--- src/rtl/lc4_div_pkg.sv ---
// Shared definitions for the iterative LC4 divider: FSM encoding and widths.
package lc4_div_pkg;

    typedef enum logic [1:0] {
        IDLE = 2'd0,
        RUN  = 2'd1,
        DONE = 2'd2
    } state_t;

    localparam int DIV_W = 16;
    localparam int CNT_W = $clog2(16) + 1;

endpackage

--- src/rtl/cla16.sv ---
// 16-bit carry-lookahead adder: four 4-bit groups with a lookahead carry
// unit across the groups.
module cla16 (
    input  logic [15:0] a,
    input  logic [15:0] b,
    input  logic        cin,
    output logic [15:0] sum,
    output logic        cout
);

    logic [15:0] g;
    logic [15:0] p;
    logic [3:0]  gg;
    logic [3:0]  gp;
    logic [4:0]  gc;

    assign g = a & b;
    assign p = a ^ b;

    // Group generate/propagate for each nibble.
    always_comb begin
        gg = '0;
        gp = '0;
        for (int j = 0; j < 4; j++) begin
            gg[j] = g[4*j+3]
                  | (p[4*j+3] & g[4*j+2])
                  | (p[4*j+3] & p[4*j+2] & g[4*j+1])
                  | (p[4*j+3] & p[4*j+2] & p[4*j+1] & g[4*j]);
            gp[j] = &p[4*j +: 4];
        end
    end

    assign gc[0] = cin;
    assign gc[1] = gg[0] | (gp[0] & cin);
    assign gc[2] = gg[1] | (gp[1] & gg[0]) | (gp[1] & gp[0] & cin);
    assign gc[3] = gg[2] | (gp[2] & gg[1]) | (gp[2] & gp[1] & gg[0])
                 | (gp[2] & gp[1] & gp[0] & cin);
    assign gc[4] = gg[3] | (gp[3] & gg[2]) | (gp[3] & gp[2] & gg[1])
                 | (gp[3] & gp[2] & gp[1] & gg[0])
                 | (gp[3] & gp[2] & gp[1] & gp[0] & cin);
    assign cout  = gc[4];

    // Sum bits: carries ripple only inside a nibble, seeded by the group carry.
    always_comb begin
        logic carry;
        sum   = '0;
        carry = 1'b0;
        for (int j = 0; j < 4; j++) begin
            carry = gc[j];
            for (int k = 0; k < 4; k++) begin
                sum[4*j+k] = p[4*j+k] ^ carry;
                carry      = g[4*j+k] | (p[4*j+k] & carry);
            end
        end
    end

endmodule

--- src/rtl/lc4_div_step.sv ---
// One combinational restoring-division step. The adder carry-out of
// sh + ~divisor + 1 is the "no borrow" flag, i.e. sh >= divisor; the bit
// shifted out of rem extends that to a 17-bit comparison.
module lc4_div_step
    import lc4_div_pkg::*;
(
    input  logic [DIV_W-1:0] rem,
    input  logic [DIV_W-1:0] quot,
    input  logic [DIV_W-1:0] divisor,
    output logic [DIV_W-1:0] rem_nx,
    output logic [DIV_W-1:0] quot_nx
);

    logic [DIV_W-1:0] sh;
    logic [DIV_W-1:0] diff;
    logic             carry;
    logic             no_borrow;
    logic             ok;

    assign sh    = {rem[DIV_W-2:0], quot[DIV_W-1]};
    assign carry = rem[DIV_W-1];

    cla16 u_cla (
        .a    (sh),
        .b    (~divisor),
        .cin  (1'b1),
        .sum  (diff),
        .cout (no_borrow)
    );

    assign ok      = carry | no_borrow;
    assign rem_nx  = ok ? diff : sh;
    assign quot_nx = {quot[DIV_W-2:0], ok};

endmodule

--- src/rtl/lc4_divider_iter.sv ---
// Iterative 16-bit unsigned divider behind a valid/ready handshake.
// STEPS_PER_CYCLE restoring steps are chained per clock (1, 2 or 4).
module lc4_divider_iter
    import lc4_div_pkg::*;
#(
    parameter int STEPS_PER_CYCLE = 1
) (
    input  logic             clk,
    input  logic             rst_n,
    input  logic             i_valid,
    output logic             i_ready,
    input  logic [DIV_W-1:0] i_dividend,
    input  logic [DIV_W-1:0] i_divisor,
    output logic             o_valid,
    input  logic             o_ready,
    output logic [DIV_W-1:0] o_quotient,
    output logic [DIV_W-1:0] o_remainder
);

    localparam int N = DIV_W / STEPS_PER_CYCLE;

    state_t           state;
    state_t           state_nx;
    logic [CNT_W-1:0] count;
    logic [DIV_W-1:0] quot;
    logic [DIV_W-1:0] rem;
    logic [DIV_W-1:0] divisor;
    logic             accept;

    logic [DIV_W-1:0] rem_c  [STEPS_PER_CYCLE+1];
    logic [DIV_W-1:0] quot_c [STEPS_PER_CYCLE+1];

    assign rem_c[0]  = rem;
    assign quot_c[0] = quot;

    for (genvar i = 0; i < STEPS_PER_CYCLE; i++) begin : g_step
        lc4_div_step u_step (
            .rem     (rem_c[i]),
            .quot    (quot_c[i]),
            .divisor (divisor),
            .rem_nx  (rem_c[i+1]),
            .quot_nx (quot_c[i+1])
        );
    end

    assign i_ready     = (state == IDLE);
    assign o_valid     = (state == DONE);
    assign o_quotient  = quot;
    assign o_remainder = rem;
    assign accept      = i_valid & i_ready;

    // State register.
    always_ff @(posedge clk) begin
        if (!rst_n) state <= IDLE;
        else        state <= state_nx;
    end

    // Next-state logic; a zero divisor skips straight to DONE.
    always_comb begin
        state_nx = state;
        case (state)
            IDLE: if (accept) state_nx = (i_divisor == '0) ? DONE : RUN;
            RUN:  if (count == CNT_W'(1)) state_nx = DONE;
            DONE: if (o_ready) state_nx = IDLE;
            default: state_nx = IDLE;
        endcase
    end

    // Divisor latch; only meaningful while RUN, so it needs no reset.
    always_ff @(posedge clk) begin
        if (accept) divisor <= i_divisor;
    end

    // Counter and quotient/remainder registers.
    always_ff @(posedge clk) begin
        if (!rst_n) begin
            count <= '0;
            quot  <= '0;
            rem   <= '0;
        end else begin
            case (state)
                IDLE: begin
                    if (accept) begin
                        rem <= '0;
                        if (i_divisor != '0) begin
                            quot  <= i_dividend;
                            count <= CNT_W'(N);
                        end else begin
                            quot  <= '0;
                        end
                    end
                end
                RUN: begin
                    quot  <= quot_c[STEPS_PER_CYCLE];
                    rem   <= rem_c[STEPS_PER_CYCLE];
                    count <= count - 1'b1;
                end
                default: ;
            endcase
        end
    end

endmodule

--- config.mk ---
export PLATFORM = sky130hd
export DESIGN_NAME = lc4_divider_iter
export DESIGN_NICKNAME = d
export VERILOG_FILES = /design/src/rtl/lc4_div_pkg.sv /design/src/rtl/cla16.sv /design/src/rtl/lc4_div_step.sv /design/src/rtl/lc4_divider_iter.sv
export SDC_FILE = /design/constraint.sdc
export NUM_CORES = 1
export LEC_CHECK = 0
export CAP_MARGIN = 20
export CORE_MARGIN = 5
export CORE_UTILIZATION = 45
export CTS_CLUSTER_SIZE = 12
export DETAILED_ROUTE_END_ITERATION = 10
export HOLD_SLACK_MARGIN = 0.1
export PLACE_DENSITY_LB_ADDON = 0.3
export SLEW_MARGIN = 0
export SYNTH_ARGS = -nofsm -noshare
export SYNTH_HDL_FRONTEND = slang
export SYNTH_SLANG_ARGS = --single-unit
--- constraint.sdc ---
create_clock -name clk -period 3 [get_ports clk]
set_input_delay 0.3 -clock clk [delete_from_list [all_inputs] [get_ports clk]]
set_output_delay 0.3 -clock clk [all_outputs]
set_load 0.005 [all_outputs]
==> results.json <==
{
  "power_switching_uw": 442,
  "max-slew-margin-rel_pct": 49.6,
  "clock_latency_ps": 310,
  "synth_xor_area_share_pct": 2.10,
  "die_area_um2": 8200,
  "rows": 29,
  "syn2layout_area_growth_pct": 38.8,
  "drtAntennaViolNets": 0,
  "drive_gt1_share_pct": 19.0,
  "yosysTopAreaCell": "dfxtp_1",
  "rr_endpoint": "o_remainder[10]",
  "path_cells": "ha_4, o21ai_4, a221oi_4, buf_6, nor2_4, fa_2, fa_2, fa_2, mux2_4, o21ai_2",
  "die_w_um": 90.6,
  "combPwrFrac_pct": 20.1,
  "nets": 428,
  "synthAdderAreaFrac_pct": 15.7,
  "setup_ws_ps": 64.2,
  "finalSetupTns_ps": 0,
  "wl_met2_mm": 3.55,
  "crit_path_max_fanout": 2,
  "crit_slowest_cell": "edfxtp_1",
  "synthDistinctLibCells": 42,
  "path_class": "flip-flop to flip-flop",
  "grt_start_max_net_pins": 22,
  "hold_viol": 0,
  "worstPathRequired_ps": 3240,
  "timing.fmax_mhz": 341,
  "syn_area_um2": 2920,
  "syn_nets": 339,
  "final_common_cell": "clkdlybuf4s50_1",
  "synth-seq-cells": 55,
  "worst_hold_path.endpoint": "o_remainder[12]",
  "crit_top_cell": "fa_2",
  "detailedPlace.worstSlack_ps": -58.9,
  "synth.avg_cell_area_um2": 10.7,
  "avgRoutedWirePerCell_um": 15.5,
  "nFillCells": 532,
  "hold_class": "flip-flop to flip-flop",
  "hpwlAfterDp_mm": 5.08,
  "hold_slack_ps": 498,
  "synthFlopType": "dfxtp_1",
  "yosys-top-cells-area": "dfxtp_1 (27%), edfxtp_1 (16%), ha_1 (8.1%), fa_1 (7.5%), a222oi_1 (5.5%)",
  "finalInstanceArea_um2": 4050,
  "async_flop_share_pct": 0,
  "tightest_slew_ps": 755,
  "reg2reg_setup_slack_ps": 60,
  "r2r_start": "divisor[0]",
  "min_from": "o_remainder[12]",
  "drtPass1Iterations": 5,
  "cts_tree": "done",
  "totalPowerFinal_mw": 1.65,
  "status": "complete, no violations",
  "cts_root_buf": "clkbuf_8",
  "die_h_um": 90.6,
  "start_util_pct": 46.3,
  "gr-total-overflow": 0,
  "dr_wl_met3_um": 483,
  "power_frac_seq_pct": 52.0,
  "rsz0062_at_grt": "true",
  "drt_iter0_drc": 104,
  "htreeDepth": 2,
  "synth_mux_area_share_pct": 6.64,
  "p_leak_nw": 1.51,
  "internal_power_mw": 1.21,
  "cts_buffers": 5,
  "cp_top_family": "adder cells",
  "drcViolationCount": 0,
  "top_layer_used": "met4",
  "ios": 70,
  "p_clk_share_pct": 27.9,
  "slew_viol_final": 0,
  "antennaDiodeCount": 0,
  "end_kind": "flip-flop",
  "period_share_pct": 97.9,
  "hold_path_depth": 2,
  "path_buf_inv": 1,
  "place.port_buffers": 69,
  "yosys_warnings": 0,
  "synth_simple_gate_area_share_pct": 12.2,
  "grt_pass1_vias": 2403,
  "max_stage_delay_ps": 440,
  "dpl_cell_area_um2": 3830,
  "via_count": 2307,
  "period_minus_slack_ps": 2940,
  "clk_pin_slew_ps": 100,
  "yosysTopAreaCellShare_pct": 26.7,
  "final_cell_mix": "clkdlybuf4s50_1 (69), dfxtp_1 (39), inv_1 (31)",
  "grt_usage_pct": 16.8,
  "drv_cap": 0,
  "synth_compound_area_share_pct": 14.4,
  "final_util_pct": 64.2,
  "synth_edf_count": 16,
  "cts.path.max_buffers": 2,
  "place_inst": 431,
  "fin_skew_ps": 7.07,
  "seq_area_frac_synth_pct": 43.2,
  "wl_met1_mm": 2.74,
  "antenna_found_initial": 0,
  "worstPathArrival_ps": 3180,
  "avgViaCountPerCell": 5.24,
  "routed_wl_mm": 6.84,
  "place_congestion": 0.785,
  "r2r_cells": 10,
  "fin_cells": 440,
  "core_area_um2": 6310,
  "swShare_pct": 26.8,
  "synth_cells": 273,
  "power.density_nw_per_um2": 407,
  "grt_pass1_wl_mm": 11.3,
  "peakVddDrop_uv": 250,
  "synth_top_family_by_area": "adder cells",
  "startpoint_type": "flip-flop",
  "finalSetupViolCount": 0,
  "cts_sinks": 55
}
state kept, by name (all words and copies together), names as in the netlist:
name	cells
divisor	16
o_quotient	16
o_remainder	16
count	5
state	2
layout make-up:
type	count	area (µm²)	share of cell area, %
Clock buffer	6	93.8	2.31
Clock inverter	2	8.76	0.216
Inverter	33	124	3.06
Multi-Input combinational cell	175	1600	39.5
Sequential cell	55	1260	31.1
Tap cell	77	96.3	2.38
Timing Repair Buffer	92	867	21.4
cell families (layout without fill, tap and decap cells):
kind of cell    after synthesis  in the layout
compound gates               54             54
xor+xnor                      7              7
fa+ha+maj                    30             30
buf+inv                      43            133
flops                        55             55
mux                          16             16
simple gates                 68             68
metal layers:
layer,GRT usage [%],vias up
met5,0,-
met4,4.09,0
met3,5.83,5
met2,29.5,62
met1,19.5,1094
li1,-,1146
power groups by stage:
stage               Combinational (mW)  Sequential (mW)  Clock, mW
floorplan                        0.166            0.869          0
global placement                 0.305            0.874          0
detailed placement               0.314            0.873          0
CTS                              0.318            0.857      0.467
global route                     0.366            0.866      0.503
finish                           0.331            0.859      0.460
worst reg2reg max path, stage by stage, from the launching register on:
cell      delay [ps]
edfxtp_1         440
ha_4             310
o21ai_4           60
a221oi_4         320
buf_6            150
nor2_4            30
fa_2             390
fa_2             390
fa_2             400
mux2_4           270
o21ai_2           90
synthesized netlist by cell type (2+ instances only):
library cell	instances
o21a_1	3
and2_1	2
inv_1	32
mux2_4	5
a21oi_1	5
nor4_1	6
o21ai_1	5
mux2_2	7
edfxtp_1	16
fa_1	11
nand2_1	20
o21ai_0	14
a222oi_1	16
nor2_1	9
clkbuf_1	8
xnor2_1	6
mux2i_1	4
dfxtp_1	39
nand4_1	2
nor3_1	3
o21ai_2	2
nor2b_1	20
ha_1	19
what timing repair did:
action | in CTS | in global routing
setup buffers | 0 | 1
pin swaps | 3 | 6
endpoints found under the setup margin | 4 | 4
resized for setup | 5 | 22
hold buffers | 0 | 0
how the worst max path moves through the flow:
stage | start | endpoint | cells past startpoint
after global routing | divisor[0] | o_remainder[14] | 10
final | divisor[0] | o_remainder[10] | 10
after detailed placement | divisor[0] | o_remainder[14] | 10
after global placement | divisor[0] | o_remainder[14] | 10
after CTS | divisor[0] | o_remainder[14] | 10
after floorplan | o_quotient[15] | o_remainder[14] | 11
Note: power is estimated with default switching activity, not from simulation.
